**src/rtl/tlk2711_pkg.sv**
```systemverilog
// rtl/tlk2711_pkg.sv - shared types and width helpers for the DMA read arbiter
package tlk2711_pkg;

    typedef enum logic [1:0] {
        ST_IDLE  = 2'd0,
        ST_ISSUE = 2'd1,
        ST_WAIT  = 2'd2
    } arb_state_e;

    function automatic int cmd_w(input int dlen_width, input int addr_width);
        return dlen_width + addr_width;
    endfunction

    function automatic int id_w(input int num_req);
        return (num_req <= 2) ? 1 : $clog2(num_req);
    endfunction

endpackage

```
**src/rtl/tlk2711_rr_pick.sv**
```systemverilog
// rtl/tlk2711_rr_pick.sv - combinational round-robin winner search starting after ptr
module tlk2711_rr_pick
    import tlk2711_pkg::*;
#(
    parameter  int NUM_REQ = 4,
    localparam int ID_W    = id_w(NUM_REQ)
) (
    input  logic [NUM_REQ-1:0] req,
    input  logic [ID_W-1:0]    ptr,
    output logic [ID_W-1:0]    id,
    output logic               valid
);

    localparam logic [ID_W:0] NUM_W  = (ID_W+1)'(NUM_REQ);
    localparam logic [ID_W:0] LAST_W = (ID_W+1)'(NUM_REQ - 1);

    logic [2*NUM_REQ-1:0] req_dbl;
    logic [NUM_REQ-1:0]   req_rot;
    logic [ID_W:0]        start;
    logic [ID_W:0]        offset;
    logic [ID_W:0]        sum;

    // Rotate so the slot after ptr lands at bit 0, find first set, rotate back.
    always_comb begin
        req_dbl = {req, req};
        start   = ({1'b0, ptr} == LAST_W) ? '0 : ({1'b0, ptr} + (ID_W+1)'(1));
        req_rot = req_dbl[start +: NUM_REQ];
        valid   = |req;
        offset  = '0;
        for (int i = NUM_REQ - 1; i >= 0; i--) begin
            if (req_rot[i]) begin
                offset = (ID_W+1)'(i);
            end
        end
        sum = start + offset;
        if (sum >= NUM_W) begin
            sum = sum - NUM_W;
        end
        id = sum[ID_W-1:0];
    end

endmodule

```
**src/rtl/tlk2711_dma_rd_arb.sv**
```systemverilog
// rtl/tlk2711_dma_rd_arb.sv - round-robin arbiter for the shared DMA read command channel
module tlk2711_dma_rd_arb
    import tlk2711_pkg::*;
#(
    parameter  int NUM_REQ    = 4,
    parameter  int ADDR_WIDTH = 48,
    parameter  int DLEN_WIDTH = 16,
    parameter  int TO_WIDTH   = 24,
    localparam int CMD_W      = cmd_w(DLEN_WIDTH, ADDR_WIDTH),
    localparam int ID_W       = id_w(NUM_REQ)
) (
    input  logic                     clk,
    input  logic                     rst_n,
    input  logic                     i_soft_rst,
    input  logic [NUM_REQ-1:0]       i_req,
    input  logic [NUM_REQ*CMD_W-1:0] i_cmd_data,
    output logic [NUM_REQ-1:0]       o_ack,
    output logic [NUM_REQ-1:0]       o_done,
    output logic                     o_rd_cmd_req,
    output logic [CMD_W-1:0]         o_rd_cmd_data,
    input  logic                     i_rd_cmd_ack,
    input  logic                     i_dma_rd_valid,
    input  logic                     i_dma_rd_ready,
    input  logic                     i_dma_rd_last,
    output logic [ID_W-1:0]          o_grant_id,
    output logic                     o_busy,
    input  logic [TO_WIDTH-1:0]      i_timeout_limit,
    output logic                     o_timeout,
    output logic                     o_timeout_sticky
);

    localparam logic [ID_W-1:0] LAST_ID = ID_W'(NUM_REQ - 1);

    arb_state_e           state_q, state_d;
    logic [ID_W-1:0]      ptr_q, ptr_d;
    logic [ID_W-1:0]      id_q, id_d;
    logic [CMD_W-1:0]     cmd_q, cmd_d;
    logic [TO_WIDTH-1:0]  cnt_q, cnt_d;
    logic [NUM_REQ-1:0]   ack_q, ack_d;
    logic [NUM_REQ-1:0]   done_q, done_d;
    logic                 req_q, req_d;
    logic                 busy_q, busy_d;
    logic                 to_q, to_d;
    logic                 sticky_q, sticky_d;
    logic [ID_W-1:0]      pick_id;
    logic                 pick_valid;
    logic                 wd_hit;
    logic                 done_evt;

    tlk2711_rr_pick #(
        .NUM_REQ(NUM_REQ)
    ) u_pick (
        .req   (i_req),
        .ptr   (ptr_q),
        .id    (pick_id),
        .valid (pick_valid)
    );

    always_comb begin
        state_d  = state_q;
        ptr_d    = ptr_q;
        id_d     = id_q;
        cmd_d    = cmd_q;
        cnt_d    = cnt_q;
        ack_d    = '0;
        done_d   = '0;
        to_d     = 1'b0;
        sticky_d = sticky_q;
        wd_hit   = (i_timeout_limit != '0) && (cnt_q == i_timeout_limit);
        done_evt = i_dma_rd_valid & i_dma_rd_ready & i_dma_rd_last;

        if (i_soft_rst) begin
            state_d = ST_IDLE;
            cnt_d   = '0;
            ptr_d   = LAST_ID;
        end else begin
            case (state_q)
                ST_IDLE: begin
                    if (pick_valid) begin
                        id_d = pick_id;
                        for (int k = 0; k < NUM_REQ; k++) begin
                            if (pick_id == ID_W'(k)) begin
                                cmd_d = i_cmd_data[k*CMD_W +: CMD_W];
                            end
                        end
                        cnt_d   = '0;
                        state_d = ST_ISSUE;
                    end
                end
                ST_ISSUE: begin
                    cnt_d = cnt_q + TO_WIDTH'(1);
                    // Ack outranks a watchdog expiry in the same cycle.
                    if (i_rd_cmd_ack) begin
                        ack_d[id_q] = 1'b1;
                        cnt_d       = '0;
                        state_d     = ST_WAIT;
                    end else if (wd_hit) begin
                        to_d     = 1'b1;
                        sticky_d = 1'b1;
                        ptr_d    = id_q;
                        state_d  = ST_IDLE;
                    end
                end
                ST_WAIT: begin
                    cnt_d = cnt_q + TO_WIDTH'(1);
                    if (done_evt) begin
                        done_d[id_q] = 1'b1;
                        ptr_d        = id_q;
                        state_d      = ST_IDLE;
                    end else if (wd_hit) begin
                        to_d     = 1'b1;
                        sticky_d = 1'b1;
                        ptr_d    = id_q;
                        state_d  = ST_IDLE;
                    end
                end
                default: begin
                    state_d = ST_IDLE;
                end
            endcase
        end

        req_d  = (state_d == ST_ISSUE);
        busy_d = (state_d != ST_IDLE);
    end

    always_ff @(posedge clk or negedge rst_n) begin
        if (!rst_n) begin
            state_q  <= ST_IDLE;
            ptr_q    <= LAST_ID;
            id_q     <= '0;
            cmd_q    <= '0;
            cnt_q    <= '0;
            ack_q    <= '0;
            done_q   <= '0;
            req_q    <= 1'b0;
            busy_q   <= 1'b0;
            to_q     <= 1'b0;
            sticky_q <= 1'b0;
        end else begin
            state_q  <= state_d;
            ptr_q    <= ptr_d;
            id_q     <= id_d;
            cmd_q    <= cmd_d;
            cnt_q    <= cnt_d;
            ack_q    <= ack_d;
            done_q   <= done_d;
            req_q    <= req_d;
            busy_q   <= busy_d;
            to_q     <= to_d;
            sticky_q <= sticky_d;
        end
    end

    assign o_ack            = ack_q;
    assign o_done           = done_q;
    assign o_rd_cmd_req     = req_q;
    assign o_rd_cmd_data    = cmd_q;
    assign o_grant_id       = id_q;
    assign o_busy           = busy_q;
    assign o_timeout        = to_q;
    assign o_timeout_sticky = sticky_q;

endmodule

```
**config.mk**
```make
export PLATFORM = sky130hd
export DESIGN_NAME = tlk2711_dma_rd_arb
export DESIGN_NICKNAME = d
export VERILOG_FILES = /design/src/rtl/tlk2711_pkg.sv /design/src/rtl/tlk2711_rr_pick.sv /design/src/rtl/tlk2711_dma_rd_arb.sv
export SDC_FILE = /design/constraint.sdc
export NUM_CORES = 1
export LEC_CHECK = 0
export ABC_CLOCK_PERIOD_IN_PS = 3950
export BUFFER_PORTS_ARGS = -buffer_cell sky130_fd_sc_hd__buf_4
export CAP_MARGIN = 20
export CORE_AREA = 5 5 138 140
export DETAILED_ROUTE_END_ITERATION = 6
export DIE_AREA = 0 0 143 145
export PLACE_DENSITY = 0.73
export SLEW_MARGIN = 30
export SYNTH_ARGS = -nofsm -noshare
export SYNTH_HDL_FRONTEND = slang
export SYNTH_SLANG_ARGS = --single-unit
```
**constraint.sdc**
```tcl
create_clock -name clk -period 3.95 [get_ports clk]
set_input_delay 0.79 -clock clk [delete_from_list [all_inputs] [get_ports clk]]
set_output_delay 0.79 -clock clk [all_outputs]
set_load 0.05 [all_outputs]
```
==> key figures <==
Detailed routing
  – Detail Route Antenna Nets: 0
  – TritonRoute pass-1 iters: 5
  – Vias post-DR: around 7,300
  – DRC violation count after routing: 0
  – Average wire length per cell after detail routing: between 15 and 20 µm
  – Via/cell ratio: between 5 and 6
  – Post-detailed-routing wire length: between 20,000 and 30,000 µm
  – Detailed Route Iter0 Violations: approximately 420

Pwr
  – LEAKAGE: ~0.0051 µW
  – Power Density: between 500 and 600 nW/µm²
  – VDD IR-drop max: 482 µV

Global routing
  – Largest net degree at the start of global routing: 75
  – Number of antenna violations at the first check in global routing: 1
  – GRT Overall Usage: 24.5%
  – Via count of the first global-routing pass: a little over 7,000
  – Total congestion overflow after global routing: 0
  – Wire length of the first global-routing pass: ~40,000 µm

Cells and area
  – Fillcell total: between 1,500 and 2,000
  – FF/Latch Area: around 2700 µm²
  – Number of nets in the layout: between 1,000 and 1,500
  – Multi-input combinational cell area: ~4200 µm²
  – Proportion of layout cells with a drive suffix above 1: around two fifths
  – Area grow syn2layout: 46.4%

Setup path
  – Crit path DAT: approximately 3600 ps
  – R2r setup slk: 570 ps
  – Register-to-Register Path Depth: 11
  – RR Endpoint: o_rd_cmd_data[34]$_DFFE_PN0P_
  – Maximum fanout along the worst path: 21
  – Critical path startpoint category: flip-flop
  – Launching instance or port of the critical path: ptr_q[0]$_DFFE_PN1P_
  – Endpoint class of the critical path: flip-flop
  – Source of the worst register-to-register timing path: ptr_q[0]$_DFFE_PN1P_
  – CP Data Required Time: approximately 4200 ps
  – Critical path type: flip-flop to flip-flop

Yosys
  – Part of the Yosys area used for sequential elements: between 30% and 40%
  – Synth Area in Compound Gates: about an eighth
  – Async set-reset flop share out of synthesis: 100%
  – Biggest area contributors in the synthesized netlist: sky130_fd_sc_hd__dfrtp_1 37%, sky130_fd_sc_hd__nand2_1 11%, sky130_fd_sc_hd__mux2i_1 9.3%
  – Number of instances in the synthesized netlist: 794
  – Simple-gate area share of the yosys netlist: between 10% and 20%
  – Number of synthesized flops with an enable pin: 0
  – Post-Synthesis Mean Instance Area: 8.94 µm²
  – Top cell type's share of synthesized area: 36.7%
  – Total nets after synthesis: approximately 1,100
  – Library cell with the largest summed area after synthesis: sky130_fd_sc_hd__dfrtp_1
  – Synthesized-area fraction occupied by adder cells: under 10%
  – Flops & latches, synth: about 110
  – Post-synthesis share of cell area spent on xor and xnor gates: between 4 and 5%
  – Area of the mapped netlist: between 7000 and 8000 µm²
  – Number of distinct library cells after synthesis: 47
  – Portion of netlist area occupied by mux cells: 19.8%
  – Most used DFF post-synth: sky130_fd_sc_hd__dfrtp_1
  – Yosys synthesis warning count: 0
  – Combinational family with the most area after synthesis: multiplexers

Floorplanning
  – Count of pins on the block boundary: 369
  – Starting density of the core: 40.1%
  – Number of cell rows: 49
  – Die outline area: between 20,000 and 25,000 µm²
  – Die outline width: ~140 µm
  – Core area: between 15,000 and 20,000 µm²
  – Chip height: between 100 and 150 µm

Timing
  – Hold Vio Cnt, Final: 0
  – Number of max-slew violations in the final report: 0
  – Total negative slack for setup checks: 0 ps
  – Final setup violating endpoints: 0
  – Ratio of final minimum period to clock period: between 80 and 90%
  – Worst slew pin tran: 775 ps
  – Worst hold slack: approximately 440 ps
  – F_max: 296 MHz
  – Relative slew slack: between 40% and 50%
  – Setup repair after global routing missed its margin: no
  – Period minus WS final: approximately 3400 ps
  – Clock skew: 6.51 ps

CTS
  – Root Driver: sky130_fd_sc_hd__clkbuf_16
  – TritonCTS buffer count: 9
  – Number of hold buffers added after CTS: 0
  – Clock latency reported for the late side of the worst-skew pair: 350 ps
  – Count of clock tree sinks: 106
  – Clock slew seen by the registers of the worst setup and hold paths: approximately 70 ps
  – Resized Gates After CTS: 0
  – Post-CTS setup repair buffer count: 0
  – Number of levels the H-tree was split into: 3
  – CTS tree: built
  – Longest Clk Path Bufs: 2

Placed design
  – Half-perimeter wire length after placement: between 20,000 and 25,000 µm
  – Global placer's final weighted congestion: a little under 0.9
  – Port-buffer cells: about 370

Min path
  – Class of the tightest hold or removal check: input port to asynchronous set/reset pin

Job
  – Count of maximum capacitance violations: 0

Outcome
  – Run status: completed
cell usage after synthesis, types with 8 or more instances:
| cell | instances |
|---|---|
| sky130_fd_sc_hd__a21oi_1 | 13 |
| sky130_fd_sc_hd__nor4_1 | 14 |
| sky130_fd_sc_hd__xor2_1 | 34 |
| sky130_fd_sc_hd__clkbuf_1 | 48 |
| sky130_fd_sc_hd__o221ai_1 | 64 |
| sky130_fd_sc_hd__nor3_1 | 12 |
| sky130_fd_sc_hd__nand3_1 | 13 |
| sky130_fd_sc_hd__mux2_1 | 13 |
| sky130_fd_sc_hd__nand2_1 | 214 |
| sky130_fd_sc_hd__mux2i_1 | 66 |
| sky130_fd_sc_hd__nor2_1 | 40 |
| sky130_fd_sc_hd__buf_2 | 8 |
| sky130_fd_sc_hd__o21ai_0 | 14 |
| sky130_fd_sc_hd__dfrtp_1 | 104 |
| sky130_fd_sc_hd__mux2_2 | 53 |
sequential cells by signal, summed over array words and instances (netlist names), 2 cells and up:
signal / count
o_rd_cmd_data: 64
cnt_q: 24
o_ack: 4
o_done: 4
o_grant_id: 2
ptr_q: 2
state_q: 2
metal layers:
metal / wire (µm) / vias up / track usage [%]
met5: 0 / - / 0
met4: 558 / 0 / 7.51
met3: 2060 / 32 / 4.44
met2: 13100 / 300 / 41.8
met1: 10700 / 3456 / 31.6
li1: - / 3495 / -
worst max-delay path by stage:
stage               slack, ps  cells past startpoint                             to
detailed placement        510                     13  o_rd_cmd_data[34]$_DFFE_PN0P_
floorplan                 980                     15  o_rd_cmd_data[50]$_DFFE_PN0P_
global placement          560                     13  o_rd_cmd_data[28]$_DFFE_PN0P_
global route              370                     11  o_rd_cmd_data[54]$_DFFE_PN0P_
CTS                       520                     11  o_rd_cmd_data[34]$_DFFE_PN0P_
finish                    570                     11  o_rd_cmd_data[34]$_DFFE_PN0P_
critical path, cell delays in order, from the launching register on:
cell	delay (ps)
sky130_fd_sc_hd__dfstp_2	620
sky130_fd_sc_hd__ha_1	350
sky130_fd_sc_hd__a21oi_1	180
sky130_fd_sc_hd__nor2_1	50
sky130_fd_sc_hd__a211oi_1	220
sky130_fd_sc_hd__a21oi_1	100
sky130_fd_sc_hd__ha_4	170
sky130_fd_sc_hd__xor2_1	160
sky130_fd_sc_hd__xnor2_2	450
sky130_fd_sc_hd__buf_4	400
sky130_fd_sc_hd__mux2_2	370
sky130_fd_sc_hd__o221ai_1	190
power by group:
| group | total (µW) | internal (µW) | switching [µW] |
|---|---|---|---|
| combinational | 3360 | 1140 | 2220 |
| sequential | 1670 | 1430 | 243 |
| clock | 1030 | 620 | 412 |
| total | 6060 | 3190 | 2870 |
stage by stage:
step                      std cells  util (%)  instance area [µm²]  setup WS (ps)  total power [µW]
after detailed placement       1344      56.7                10100            513              5050
final                          1361      58.7                10400            573              6060
after global placement         1344      56.7                10100            556              5000
after global routing           1361      58.7                10400            375              6370
after floorplan                 794         -                 7100            981              3840
after CTS                      1360      58.6                10400            524              6100
logic make-up after synthesis:
group	count (synthesis)
compound gates	114
simple gates	327
fa+ha+maj	7
flops	106
mux	132
xor+xnor	40
buf+inv	68
cell type report:
cell class | count | share of cell area [%]
well taps | 229 | 2.76
multi-input cells | 620 | 40.0
diodes | 1 | 0.0241
clock inverters | 5 | 0.987
repair buffers | 384 | 28.2
clock buffers | 11 | 2.24
flip-flops and latches | 106 | 25.5
inverters | 5 | 0.181
placed cells by master (no fill, tap or decap), types with 12 or more instances in the layout:
cell / count
sky130_fd_sc_hd__nor2_1: 40
sky130_fd_sc_hd__xor2_1: 34
sky130_fd_sc_hd__nand2_1: 214
sky130_fd_sc_hd__o21ai_0: 14
sky130_fd_sc_hd__o221ai_1: 64
sky130_fd_sc_hd__mux2i_1: 66
sky130_fd_sc_hd__nor4_1: 14
sky130_fd_sc_hd__buf_4: 379
sky130_fd_sc_hd__nand3_1: 13
sky130_fd_sc_hd__mux2_2: 53
sky130_fd_sc_hd__dfrtp_1: 104
sky130_fd_sc_hd__mux2_1: 13
sky130_fd_sc_hd__nor3_1: 12
sky130_fd_sc_hd__a21oi_1: 13
(Power assumes the default switching activity.)
